<file path="src/rtl/mod_ctrl_pkg.sv">
// Shared constants for the modulator control path: default word geometry,
// commit-mode selectors and the channel map used by the modulator top.
package mod_ctrl_pkg;

  localparam int BYTE_W        = 8;
  localparam int WIDTH_DEFAULT = 32;
  localparam int NCH_DEFAULT   = 4;

  localparam int DEFER_IMMEDIATE = 0;
  localparam int DEFER_SYNC      = 1;

  typedef enum logic [1:0] {
    CH_FREQ  = 2'd0,
    CH_PHASE = 2'd1,
    CH_AMP   = 2'd2,
    CH_MODE  = 2'd3
  } ch_idx_e;

endpackage

</file>
<file path="src/rtl/ctrl_reg_cell.sv">
// One shadow/active word pair: byte-enabled writes land in the shadow,
// and load copies the pre-edge shadow value into the active word.
module ctrl_reg_cell
  import mod_ctrl_pkg::*;
#(
  parameter int               WIDTH   = WIDTH_DEFAULT,
  parameter logic [WIDTH-1:0] RST_VAL = '0
) (
  input  logic                        clk,
  input  logic                        reset_n,
  input  logic                        wr_en,
  input  logic [WIDTH/BYTE_W-1:0]     wr_be,
  input  logic [WIDTH-1:0]            wr_data,
  input  logic                        load,
  output logic [WIDTH-1:0]            active
);

  localparam int NB = WIDTH / BYTE_W;

  logic [WIDTH-1:0] shadow;

  // Load and write share an edge: active takes the old shadow, shadow the new bytes.
  always_ff @(posedge clk or negedge reset_n) begin
    if (!reset_n) begin
      shadow <= RST_VAL;
      active <= RST_VAL;
    end else begin
      if (load) begin
        active <= shadow;
      end
      if (wr_en) begin
        for (int k = 0; k < NB; k++) begin
          if (wr_be[k]) begin
            shadow[k*BYTE_W +: BYTE_W] <= wr_data[k*BYTE_W +: BYTE_W];
          end
        end
      end
    end
  end

endmodule

</file>
<file path="src/rtl/ctrl_reg_bank.sv">
// Double-buffered control-register bank: per-channel shadow words are moved
// to the active outputs atomically, immediately or on the next sync_tick.
module ctrl_reg_bank
  import mod_ctrl_pkg::*;
#(
  parameter int               WIDTH   = WIDTH_DEFAULT,
  parameter int               NCH     = NCH_DEFAULT,
  parameter int               AW      = 2,
  parameter int               DEFER   = DEFER_SYNC,
  parameter logic [WIDTH-1:0] RST_VAL = '0
) (
  input  logic                    clk,
  input  logic                    reset_n,
  input  logic                    wr_en,
  input  logic [AW-1:0]           wr_addr,
  input  logic [WIDTH/8-1:0]      wr_be,
  input  logic [WIDTH-1:0]        wr_data,
  input  logic                    commit_req,
  input  logic                    sync_tick,
  output logic [NCH*WIDTH-1:0]    data_out,
  output logic                    pending,
  output logic                    dirty,
  output logic                    commit_done,
  output logic                    wr_err
);

  localparam logic [AW:0] NCH_LIM = (AW+1)'(NCH);

  logic           addr_ok;
  logic           valid_wr;
  logic           xfer;
  logic [NCH-1:0] ch_sel;

  assign addr_ok  = {1'b0, wr_addr} < NCH_LIM;
  assign valid_wr = wr_en & addr_ok;

  generate
    if (DEFER != DEFER_IMMEDIATE) begin : g_sync
      assign xfer = (commit_req | pending) & sync_tick;

      // A request seen off-tick is remembered until the next tick moves the set.
      always_ff @(posedge clk or negedge reset_n) begin
        if (!reset_n) begin
          pending <= 1'b0;
        end else if (xfer) begin
          pending <= 1'b0;
        end else if (commit_req) begin
          pending <= 1'b1;
        end
      end
    end else begin : g_imm
      logic unused_sync;
      assign unused_sync = sync_tick;
      assign xfer        = commit_req;
      assign pending     = 1'b0;
    end
  endgenerate

  always_ff @(posedge clk or negedge reset_n) begin
    if (!reset_n) begin
      dirty       <= 1'b0;
      commit_done <= 1'b0;
      wr_err      <= 1'b0;
    end else begin
      if (valid_wr) begin
        dirty <= 1'b1;
      end else if (xfer) begin
        dirty <= 1'b0;
      end
      commit_done <= xfer;
      wr_err      <= wr_en & ~addr_ok;
    end
  end

  generate
    for (genvar i = 0; i < NCH; i++) begin : g_ch
      assign ch_sel[i] = valid_wr && (wr_addr == AW'(i));

      ctrl_reg_cell #(
        .WIDTH   (WIDTH),
        .RST_VAL (RST_VAL)
      ) u_cell (
        .clk     (clk),
        .reset_n (reset_n),
        .wr_en   (ch_sel[i]),
        .wr_be   (wr_be),
        .wr_data (wr_data),
        .load    (xfer),
        .active  (data_out[i*WIDTH +: WIDTH])
      );
    end
  endgenerate

endmodule

</file>
<file path="config.mk">
export PLATFORM = sky130hd
export DESIGN_NAME = ctrl_reg_bank
export DESIGN_NICKNAME = d
export VERILOG_FILES = /design/src/rtl/mod_ctrl_pkg.sv /design/src/rtl/ctrl_reg_cell.sv /design/src/rtl/ctrl_reg_bank.sv
export SDC_FILE = /design/constraint.sdc
export NUM_CORES = 1
export LEC_CHECK = 0
export CORE_AREA = 2 2 112 169
export CTS_BUF_LIST = sky130_fd_sc_hd__clkbuf_4
export CTS_CLUSTER_DIAMETER = 50
export DETAILED_ROUTE_END_ITERATION = 6
export DIE_AREA = 0 0 114 171
export GPL_TIMING_DRIVEN = 0
export PLACE_DENSITY = 0.86
export SLEW_MARGIN = 10
export SYNTH_ARGS = -nofsm -noshare
export SYNTH_HDL_FRONTEND = slang
export SYNTH_SLANG_ARGS = --single-unit
</file>
<file path="constraint.sdc">
create_clock -name clk -period 2.4 [get_ports clk]
set_clock_uncertainty 0.15 [all_clocks]
set_input_delay 0.24 -clock clk [delete_from_list [all_inputs] [get_ports clk]]
set_output_delay 0.24 -clock clk [all_outputs]
set_load 0.03 [all_outputs]
</file>
==> key figures <==
Run status
  • Status: finished, final reports clean

Cells and area
  • Share of cells above drive strength 1: 40.8%
  • Final core occ: 69.0%
  • Multi-input gate area: 3130 um2
  • FF/Latch Area: 6480 um2
  • Fillers: 1243
  • Fin cells: 1060
  • Area Overhead vs Synth: 28.6%
  • Net count, final: 839

Global route
  • Largest net degree at the start of global routing: 120
  • Grt ovf: 0
  • Initial antenna violation count: 1
  • First-pass GRT wire length: 33.7 mm
  • Number of global-route vias before repair: 6351
  • Global router's overall resource usage: 22.4%

CTS
  • CTS Buf Count: 57
  • Clock buffer depth: 3
  • Post-CTS Setup Bufs: 0
  • CTS tree: built
  • Htree depth: 2
  • Clk root buf: clkbuf_4
  • Insertion delay to the later sink of the worst-skew pair: 0.62 ns
  • Clk slew on worst S/H paths: 0.07 ns
  • # clock sinks: 259

Place
  • GP Congestion: 0.738
  • Port bufs: 172
  • Hpwl dp: 15.0 mm
  • Placed insts: 953

Floorplan
  • Die width: 114 um
  • CORE AREA: 18200 um2
  • Die height: 171 um
  • # IOs: 175
  • Row cnt: 61
  • Starting density of the core: 53.7%
  • DIE AREA: 19500 um2

Synthesis
  • Syn nets: 602
  • Post-synth EDFFs: 0
  • Netlist cell types: 13
  • Leading area contributor after synthesis: dfrtp_1
  • Post-Syn Area per Cell: 17.4 um2
  • Ys Warns: 0
  • Main synth FF type: dfrtp_1
  • Synth top area share: 66.5%
  • FF+latch count, synth: 259
  • Commonest cells post-synth: dfrtp_1 (259), mux2_2 (218), mux2_1 (38), buf_2 (13), buf_4 (9)
  • Async set-reset flop share out of synthesis: 100%
  • Synth top area cells: dfrtp_1 (67%), mux2_2 (25%), mux2_1 (4.4%)
  • Count leader, synth: dfrtp_1
  • Mapped cell area: 9750 um2
  • Synth Instances: 559
  • Sequential area share after synthesis: 66.5%

Timing
  • Final setup fails: 0
  • WHS: 0.109 ns
  • Final Hold Vio Count: 0
  • Worst-Margin Slew: 0.635 ns
  • Peak Freq: 474 MHz
  • RSZ-0062 raised after global routing: false
  • Tcrit/Tclk final: 87.8%
  • Setup TNS: 0 ns
  • Headroom to the max-slew limit: 57.7%
  • Fin crit period: 2.11 ns
  • Max-slew violations: 0

Drt
  • Iteration-0 DRC Markers: 157
  • Total routed wirelength: 21.5 mm
  • DRC violations left: 0
  • ANT nets after route: 0
  • DRT Pass-1 Iters: 4
  • Vias per cell: 5.33
  • WL/cell: 20.3 um
  • Via count: 5649

Worst setup path
  • Max stage delay cell, worst path: clkdlybuf4s50_1
  • Crit. End Element: output port
  • Slowest stage delay, CP: 0.70 ns
  • CP required: 2.01 ns
  • CP arrival: 1.72 ns
  • Startpoint type of the worst setup path: flop
  • WS Path Type: reg2out
  • CP max FO: 3
  • Worst Path Buf+Inv: 1
  • Worst path top cell family by delay: buffers and inverters
  • CP Cell Sequence: clkdlybuf4s50_1

Flow run
  • Max cap viols: 0

Worst hold path
  • Worst hold path class: in2reg

Power and ir drop
  • Peak VDD IR: 0.653 mV
  • Pwr Total: 13600 uW
  • Pwr Density: 1090 nW/um2
  • Leak pwr: 0.00556 uW
==> placed cells by master, fill, tap and decap left out, types with 2 or more instances in the layout <==
cell | synthesis | layout
nor2_1 | 2 | 2
mux2_1 | 38 | 38
buf_16 | 0 | 2
clkinv_2 | 0 | 8
clkdlybuf4s50_1 | 0 | 171
dfrtp_1 | 259 | 259
dlygate4sd3_1 | 0 | 3
nand4b_2 | 8 | 8
clkinv_1 | 0 | 18
nor4bb_1 | 4 | 4
clkbuf_4 | 0 | 76
nand4_2 | 4 | 4
buf_2 | 13 | 13
buf_4 | 9 | 9
mux2_2 | 218 | 218
==> stage by stage <==
stage / cell area, um2 / setup WS (ns)
2_1_floorplan: 9750 / 0.661
3_3_place_gp: 11700 / -8.79
3_5_place_dp: 11800 / 0.111
4_1_cts: 12500 / 0.240
5_1_grt: 12500 / 0.211
6_report: 12500 / 0.292
==> kinds of logic (layout without fill, tap and decap cells) <==
family	count (synthesis)	count (layout)	share of synthesized area (%)
flip-flops	259	259	66.5
AO/OA/AOI/OAI	2	2	0.244
AND/OR/NAND/NOR	18	18	2.23
other	1	2	0.0385
multiplexers	256	256	29.6
buffers and inverters	23	303	1.40
==> registers in the layout, indices dropped and copies added (netlist names) <==
name / cells
g_ch.u_cell.shadow: 128
commit_done: 1
g_ch.u_cell.active: 128
dirty: 1
pending: 1
==> worst paths after layout <==
check	start	end	slack (ns)	cells after the start
setup / recovery	pending	pending	0.29	1
max in group asynchronous	reset_n	g_ch[1].u_cell.active[3]	0.51	5
min in group asynchronous	reset_n	g_ch[0].u_cell.active[13]	0.53	4
hold reg to reg	g_ch[1].u_cell.shadow[21]	g_ch[1].u_cell.active[21]	0.32	1
setup reg to reg	pending	g_ch[1].u_cell.active[3]	0.40	4
hold / removal	sync_tick	pending	0.11	2
==> metal layers <==
| metal | up-vias | track usage, % | wire (um) |
|---|---|---|---|
| met2 | 154 | 40.9 | 11900 |
| met5 | - | 0 | 0 |
| li1 | 2508 | - | - |
| met3 | 37 | 4.36 | 912 |
| met4 | 0 | 8.59 | 540 |
| met1 | 2950 | 25.9 | 8150 |
==> final cells by class <==
type	count	area share, %
repair buffers	178	14.6
clock inverters	26	0.859
diodes	1	0.0200
multi-input cells	277	25.0
clock buffers	76	4.55
flip-flops and latches	259	51.7
plain buffers	22	1.06
inverters	1	0.0299
well taps	220	2.20
==> timing repair <==
item	4_1_cts	5_1_grt
hold buffers	4	0
hold endpoints to repair	147	0
resized for setup	0	0
==> power breakdown <==
part | total (uW) | internal, uW | switching [uW]
combinational | 4340 | 2060 | 2280
sequential | 6180 | 5520 | 658
clock | 3120 | 1490 | 1630
total | 13600 | 9070 | 4560
Note: power is estimated with default switching activity, not from simulation.
